**src/rtl/sync_to_dualrail_injector_pkg.sv**
```systemverilog
// Shared definitions for the clocked-to-dual-rail injector: FSM state
// encoding, rail constants and the binary-to-dual-rail encoder.
package sync_to_dualrail_injector_pkg;

  typedef enum logic [1:0] {
    IDLE = 2'd0,
    DATA = 2'd1,
    RTZ  = 2'd2
  } state_t;

  localparam logic [1:0]  RAIL_ONE    = 2'b10;
  localparam logic [1:0]  RAIL_ZERO   = 2'b01;
  localparam logic [1:0]  RAIL_SPACER = 2'b00;
  localparam logic [15:0] SPACER_WORD = {8{RAIL_SPACER}};

  // Bit i of the token drives rail pair {word[2i+1], word[2i]}.
  function automatic logic [15:0] dr_encode(input logic [7:0] bin);
    logic [15:0] word;
    word = SPACER_WORD;
    for (int i = 0; i < 8; i++) begin
      word[2*i +: 2] = bin[i] ? RAIL_ONE : RAIL_ZERO;
    end
    return word;
  endfunction

endpackage

```
**src/rtl/sync_to_dualrail_injector_sync_ff_chain.sv**
```systemverilog
// Multi-flop synchroniser for a single signal that is asynchronous to clk.
module sync_ff_chain #(
  parameter int SYNC_STAGES = 2
) (
  input  logic clk,
  input  logic rst_n,
  input  logic d,
  output logic q
);

  logic [SYNC_STAGES-1:0] r_chain;

  // Shift the asynchronous input through the chain; reset empties it.
  always_ff @(posedge clk) begin
    // NOTE: rst_n is sampled on the clock edge, so it belongs inside the
    // clocked block and is not in the sensitivity list.
    if (!rst_n) begin
      r_chain <= '0;
    end else begin
      r_chain <= {r_chain[SYNC_STAGES-2:0], d};
    end
  end

  assign q = r_chain[SYNC_STAGES-1];

endmodule

```
**src/rtl/sync_to_dualrail_injector.sv**
```systemverilog
// Clocked producer that encodes 8-bit tokens as dual-rail codewords and runs
// the four-phase return-to-zero handshake against an asynchronous ack.
module sync_to_dualrail_injector
  import sync_to_dualrail_injector_pkg::*;
#(
  parameter int SYNC_STAGES    = 2,
  parameter int TIMEOUT_CYCLES = 1024
) (
  input  logic        clk,
  input  logic        rst_n,
  input  logic [7:0]  in_data,
  input  logic        in_valid,
  output logic        in_ready,
  output logic [15:0] data_out,
  input  logic        ack_in,
  output logic        busy,
  output logic        err_timeout,
  output logic [15:0] tok_count
);

  localparam int CW = (TIMEOUT_CYCLES > 1) ? $clog2(TIMEOUT_CYCLES + 1) : 1;
  localparam logic [CW-1:0] TO_MAX  = CW'(TIMEOUT_CYCLES);
  localparam logic [CW-1:0] TO_LAST = CW'(TIMEOUT_CYCLES - 1);
  localparam bit            TO_EN   = (TIMEOUT_CYCLES != 0);

  state_t          r_state;
  state_t          w_state_next;
  logic [15:0]     r_data_out;
  logic [15:0]     r_tok_count;
  logic [CW-1:0]   r_to_cnt;
  logic            r_err_timeout;
  logic            w_ack_s;
  logic            w_armed;
  logic            w_in_ready;
  logic            w_accept;
  logic            w_ack_done;

  sync_ff_chain #(.SYNC_STAGES(SYNC_STAGES)) u_ack_sync (
    .clk   (clk),
    .rst_n (rst_n),
    .d     (ack_in),
    .q     (w_ack_s)
  );

  // A chain fed with constant 1 fills in step with the ack synchroniser, so
  // in_ready is held off until ack_s reflects the real ack after reset.
  sync_ff_chain #(.SYNC_STAGES(SYNC_STAGES)) u_arm_sync (
    .clk   (clk),
    .rst_n (rst_n),
    .d     (1'b1),
    .q     (w_armed)
  );

  assign w_in_ready = (r_state == IDLE) && w_armed && !w_ack_s;

  // Next-state and handshake decisions, all based on the synchronised ack.
  always_comb begin
    // NOTE: every signal gets a default first so no path leaves it
    // unassigned, which would otherwise infer a latch.
    w_state_next = r_state;
    w_accept     = 1'b0;
    w_ack_done   = 1'b0;
    unique case (r_state)
      IDLE: begin
        if (in_valid && w_in_ready) begin
          w_accept     = 1'b1;
          w_state_next = DATA;
        end
      end
      DATA: begin
        if (w_ack_s) begin
          w_ack_done   = 1'b1;
          w_state_next = RTZ;
        end
      end
      RTZ: begin
        if (!w_ack_s) w_state_next = IDLE;
      end
      default: w_state_next = IDLE;
    endcase
  end

  // State, codeword and token counter registers.
  always_ff @(posedge clk) begin
    // NOTE: state uses non-blocking assignments so every register updates
    // from pre-edge values, independent of statement order.
    if (!rst_n) begin
      r_state     <= IDLE;
      r_data_out  <= SPACER_WORD;
      r_tok_count <= 16'h0000;
    end else begin
      r_state <= w_state_next;
      if (w_accept) begin
        r_data_out <= dr_encode(in_data);
      end else if (w_ack_done) begin
        r_data_out  <= SPACER_WORD;
        r_tok_count <= r_tok_count + 16'd1;
      end
    end
  end

  // Watchdog on the DATA and RTZ waits; the error flag is sticky.
  always_ff @(posedge clk) begin
    if (!rst_n) begin
      r_to_cnt      <= '0;
      r_err_timeout <= 1'b0;
    end else if (w_state_next != r_state) begin
      r_to_cnt <= '0;
    end else if (TO_EN && (r_state != IDLE) && (r_to_cnt != TO_MAX)) begin
      r_to_cnt <= r_to_cnt + CW'(1);
      if (r_to_cnt == TO_LAST) r_err_timeout <= 1'b1;
    end
  end

  assign in_ready    = w_in_ready;
  assign data_out    = r_data_out;
  assign busy        = (r_state != IDLE);
  assign err_timeout = r_err_timeout;
  assign tok_count   = r_tok_count;

endmodule

```
**config.mk**
```make
export PLATFORM = sky130hd
export DESIGN_NAME = sync_to_dualrail_injector
export DESIGN_NICKNAME = d
export VERILOG_FILES = /design/src/rtl/sync_to_dualrail_injector_pkg.sv /design/src/rtl/sync_to_dualrail_injector_sync_ff_chain.sv /design/src/rtl/sync_to_dualrail_injector.sv
export SDC_FILE = /design/constraint.sdc
export NUM_CORES = 1
export LEC_CHECK = 0
export ABC_CLOCK_PERIOD_IN_PS = 2300
export CAP_MARGIN = 0
export CORE_MARGIN = 5
export CORE_UTILIZATION = 50
export CTS_CLUSTER_SIZE = 30
export DETAILED_ROUTE_END_ITERATION = 7
export GPL_TIMING_DRIVEN = 0
export PLACE_DENSITY = 0.79
export SYNTH_ARGS = -nofsm -noshare
export SYNTH_HDL_FRONTEND = slang
export SYNTH_SLANG_ARGS = --single-unit
```
**constraint.sdc**
```tcl
create_clock -name clk -period 2.3 [get_ports clk]
set_input_delay 0.575 -clock clk [delete_from_list [all_inputs] [get_ports clk]]
set_output_delay 0.575 -clock clk [all_outputs]
set_load 0.02 [all_outputs]
```
# Yosys cells after proc, flatten, opt, wreduce, memory -nomap -nowiden
# Cells that the tools add are included.
# W data, S select, Z words.
# word_totals
register_bits	50
word_cells	48
in_bits	12
out_inout_bits	35
# op_classes
n_reduce_logical	11
n_eq_ne	5
bitwise	3
addsub	2
n_mux	19
# ops
op	count
$mux W16	2
$mux W2	11
$add A16 B1 Y16 const B	1
$add A11 B1 Y11 const B	1
$eq A11 B10 Y1 const B	1
$ne A11 B11 Y1 const B	1
$pmux W2 S3	1
$mux W1	5
$logic_and A1 B1 Y1	4
$reduce_bool A2 Y1	2
$not A1 Y1	3
$reduce_and A3 Y1	1
$eq A2 B1 Y1 const B	1
$eq A2 B2 Y1 const B	1
$logic_not A2 Y1	1
$ne A2 B2 Y1	1
$reduce_and A2 Y1	1
$reduce_or A2 Y1	1
$logic_not A1 Y1	1

# Depth between registers and ports, before layout
# depth
ltp_word	9
mapped_depth	6
mapped_depth_nobuf	5

# Cells and area by module
# A second synthesis with hierarchy kept.
# unflattened
hier_cells	237
area_unflattened_um2	2152.1
# by_module_without_submodules
mod	n_inst	seq_area_each_um2	cells_per_inst	area_each_um2
sync_to_dualrail_injector	1	920.9	229	2047.0
sync_ff_chain	2	40.0	4	52.6

# Worst setup path before layout
# OpenSTA, ideal clock, no wires.
# synth_timing
kind	register to register
startpoint	register r_state[1]
endpoint	register r_data_out[8] (netlist: data_out[8])
path_stages_with_launch	7
path_slack_ns	0.483
required_time_ns	2.237
t_arrival_ns	1.754
synth_period_minus_slack_ns	1.817
setup_time_ns	0.063
path_buffers	2
cell_sequence	dfxtp_1 buf_6 nor4b_4 nand2_4 buf_6 mux2_4 nor2_2
# synth_via
elab_chain_cells	7
elab_cells_between_ends	10
classes_between	1 x eq/ne; 4 x mux; 5 x reduce/logical
# synth_rtl
item	line_no	source
from (decl)	sync_to_dualrail_injector.sv:26	state_t r_state;
from (signal assigned)	sync_to_dualrail_injector.sv:92	r_state <= w_state_next;
$logic_not A2 Y1 *	sync_to_dualrail_injector.sv:54	assign w_in_ready = (r_state == IDLE) && w_armed && !w_ack_s;
$logic_and A1 B1 Y1 * (2 in series)	sync_to_dualrail_injector.sv:54	
named net in_ready	sync_to_dualrail_injector.sv:13	output logic in_ready,
$logic_and A1 B1 Y1 *	sync_to_dualrail_injector.sv:65	if (in_valid && w_in_ready) begin
$mux W1 *	sync_to_dualrail_injector.sv:65	
$mux W1 *	sync_to_dualrail_injector.sv:63	unique case (r_state)
$mux W16 / $reduce_bool A2 Y1 (equally long branches)	-	
to (signal assigned)	sync_to_dualrail_injector.sv:94	r_data_out <= dr_encode(in_data);
to (decl)	sync_to_dualrail_injector.sv:28	logic [15:0] r_data_out;
# The timed path passes the listed nets; every way through them passes the cells marked *.
# A chain may end at the register's enable or synchronous reset.

# Final worst setup path
# layout_timing
startpoint	register r_state[0]
endpoint	output port busy
# layout_via
elab_chain_cells	1
# layout_rtl
item	line_no	source
$reduce_bool A2 Y1	sync_to_dualrail_injector.sv:117	assign busy = (r_state != IDLE);
to (decl)	sync_to_dualrail_injector.sv:16	output logic busy,
# Every way passes these cells.

==> out/results.ini <==
[status]
run_status = complete, no violations

[yosys]
syn_avg_cell_area_sq_um = 9.15
syn_nets = 254
synthesis.yosys.warnings = 0
synthesis.instances = 239
register_bit_total_from_synthesis = 50
syn_area_sq_um = 2190
synth_cell_types = 42
synth_top_flop_cell = sky130_fd_sc_hd__dfxtp_1
synth_enable_flop_cells = 0
postSynth.asyncResetShare = 0
synth-seq-area-share = 0.458

[drt]
via_per_inst = 5.41
drt-wirelength-per-cell_microns = 13.9
dr_total_vias = 1868
detailedRoute.firstPassIterationCount = 4
drt_first_iter_violations = 129
postRouteWirelength_mm = 4.78
drc = 0
route.antenna.remaining_nets = 0

[setup_path]
cpMaxStageDelayCell = sky130_fd_sc_hd__clkdlybuf4s50_1
start_kind = flop
worstPathCellList = buf_4 > nor2_1 > inv_1 > clkdlybuf4s50_1
critPathMaxStageDelay_ns = 0.60
regToRegEndpoint = tok_count[10]$_SDFFE_PN0P_
setup.worst_path.end_class = output pin
criticalPathCategory = reg -> out
worst-path-max-fanout = 10
worst-r2r-cell-count = 6
worst-r2r-setup-slack_ns = 0.51
worst_ep_required_time_ns = 1.73
cp.buffers_inverters = 3
timing.critical_path.arrival_ns = 1.59
r2r_start = r_state[0]$_SDFF_PN0_
crit_family = buffers and inverters

[cells_and_area]
layout.nets = 307
final_cells = 345
post_route_cells_drive_above_1_share = 0.0922
final_cell_mix = sky130_fd_sc_hd__dfxtp_1 (50), sky130_fd_sc_hd__clkdlybuf4s50_1 (44), sky130_fd_sc_hd__nor2_1 (25)
nFillCells = 377
antenna_cells = 0
mostFrequentLayoutCell = sky130_fd_sc_hd__dfxtp_1
areaGrowthSynthToFinish_pct = 28.0
fin_util = 0.652

[global_routing]
grt_antenna_before_repair = 0
grt_start_max_net_pins = 15
overflow = 0
gr-usage-all-layers = 0.167
grt_pass1_wl_mm = 8.13
vias_in_the_first_global_route = 1755

[timing]
setup_viol = 0
timing.final.max_slew_violations = 0
hold_violations = 0
setup_ws_post_layout_ns = 0.131
worst-slew-pin-transition_ns = 0.646
finalCriticalPeriod_ns = 2.17
worst_clock_skew_ns = 0.00919
max_clock_freq_mhz = 461
grt_setup_unrepaired = no
timing.hold.ws_ns = 0.442
final.period_utilization = 0.943
normalized_max_slew_margin = 0.564

[clocking]
cts-root-buf = sky130_fd_sc_hd__clkbuf_8
numCtsBuffers = 5
clock_path_buffers = 2
worst_setup_hold_path_clk_slew_ns = 0.09
numClockSinks = 50
tritoncts = built
htreeDepth = 2
clkLatencyLatePin_ns = 0.30

[floorplanning]
chipWidth_microns = 76.1
placementRows = 24
initial_core_util = 0.509
core_area_sq_um = 4290
die_height_microns = 76.1
design.portCount = 47
die_area_sq_um = 5790

[hold_path]
min-delay-path-class = reg -> reg
hold_end = u_arm_sync.r_chain[1]$_SDFF_PN0_
hold_depth = 1
worstHoldStart = u_arm_sync.r_chain[0]$_DFF_P_

[job]
max_capacitance_violation_total = 0

[power]
vdd.ir_drop.worst_uv = 394
post-layout-total-power_w = 0.00153
pwr_density_cell_nw_per_um2 = 548
total_leakage_power_nw = 1.01

[place]
placed_cells = 336
dp_hpwl_mm = 3.51
port_buffers = 45
globalplace.congestion = 0.804
detailedPlace.worstSlack_ns = -0.0432

-- how the worst max path moves through the flow --
stage | startpoint | cells past startpoint | to
3_5_place_dp | r_state[1]$_SDFF_PN0_ | 3 | in_ready
4_1_cts | r_state[0]$_SDFF_PN0_ | 4 | busy
6_report | r_state[0]$_SDFF_PN0_ | 4 | busy
2_1_floorplan | r_state[1]$_SDFF_PN0_ | 6 | data_out[8]$_SDFFE_PN0P_
3_3_place_gp | r_state[1]$_SDFF_PN0_ | 3 | in_ready
5_1_grt | r_state[0]$_SDFF_PN0_ | 4 | busy
-- final cells by class --
class | instances | area, sq um | area share
buffer | 12 | 73.8 | 0.0264
clock buffer | 7 | 86.3 | 0.0308
clock inverter | 1 | 5.00 | 0.00179
inverter | 5 | 18.8 | 0.00671
multi-input combinational | 172 | 1090 | 0.390
sequential | 50 | 1000 | 0.358
tap | 52 | 65.1 | 0.0232
timing repair buffer | 46 | 457 | 0.163
-- metrics by stage --
| step | cell area (sq um) | setup TNS, ns |
|---|---|---|
| after detailed placement | 2700 | -0.0432 |
| final | 2800 | 0 |
| after CTS | 2800 | 0 |
| after global routing | 2800 | 0 |
| after floorplan | 2190 | 0 |
| after global placement | 2700 | -0.0315 |
-- metal layers --
metal	vias up	global-route usage	part of all wire
met3	5	0.0390	0.045
met4	0	0.0542	0.014
met5	-	0	0
met1	873	0.209	0.45
met2	37	0.281	0.49
li1	953	-	-
-- repair_timing --
| item | 4_1_cts | 5_1_grt |
|---|---|---|
| hold buffers | 0 | 0 |
| buffers inserted | 1 | 0 |
| setup endpoints to repair | 1 | 0 |
| resized for setup | 1 | 0 |
-- logic make-up (layout without fill, tap and decap cells) --
| kind of cell | count (synthesis) | in the layout | share of synthesized area |
|---|---|---|---|
| buf+inv | 17 | 71 | 0.0424 |
| fa+ha+maj | 3 | 3 | 0.0172 |
| compound gates | 38 | 38 | 0.105 |
| flops | 50 | 50 | 0.458 |
| mux | 9 | 9 | 0.0475 |
| xor+xnor | 15 | 15 | 0.0601 |
| simple gates | 107 | 107 | 0.270 |
-- sequential cells by signal, summed over array words and instances (netlist names) --
register            cells
u_arm_sync.r_chain      2
u_ack_sync.r_chain      2
r_to_cnt               11
r_state                 2
tok_count              16
data_out               16
err_timeout             1
-- synth_stat cells, types with 4 or more instances --
cell type                  count  area share
sky130_fd_sc_hd__a21oi_1      20       0.046
sky130_fd_sc_hd__and3_1        5       0.014
sky130_fd_sc_hd__clkbuf_1      6       0.010
sky130_fd_sc_hd__dfxtp_1      50        0.46
sky130_fd_sc_hd__inv_1         5      0.0086
sky130_fd_sc_hd__mux2_2        7       0.036
sky130_fd_sc_hd__nand2_1      23       0.039
sky130_fd_sc_hd__nand3_1      19       0.044
sky130_fd_sc_hd__nand4_1       8       0.023
sky130_fd_sc_hd__nor2_1       25       0.043
sky130_fd_sc_hd__o21ai_0       5       0.011
sky130_fd_sc_hd__o31ai_1       6       0.021
sky130_fd_sc_hd__or3_1         4       0.011
sky130_fd_sc_hd__or4_1         6       0.021
sky130_fd_sc_hd__xnor2_1       4       0.016
sky130_fd_sc_hd__xor2_1       11       0.044
-- worst reg2reg max path, stage by stage, from the launching register on --
cell,delay (ns)
sky130_fd_sc_hd__dfxtp_1,0.39
sky130_fd_sc_hd__buf_4,0.18
sky130_fd_sc_hd__and3b_1,0.18
sky130_fd_sc_hd__buf_6,0.16
sky130_fd_sc_hd__nand3_4,0.11
sky130_fd_sc_hd__or4_1,0.53
sky130_fd_sc_hd__a21oi_1,0.17
-- report_power, final --
group	internal (W)	switching, W
Combinational	0.0000630	0.0000696
Sequential	0.000880	0.00000806
Clock	0.000243	0.000270
(Power assumes the default switching activity.)
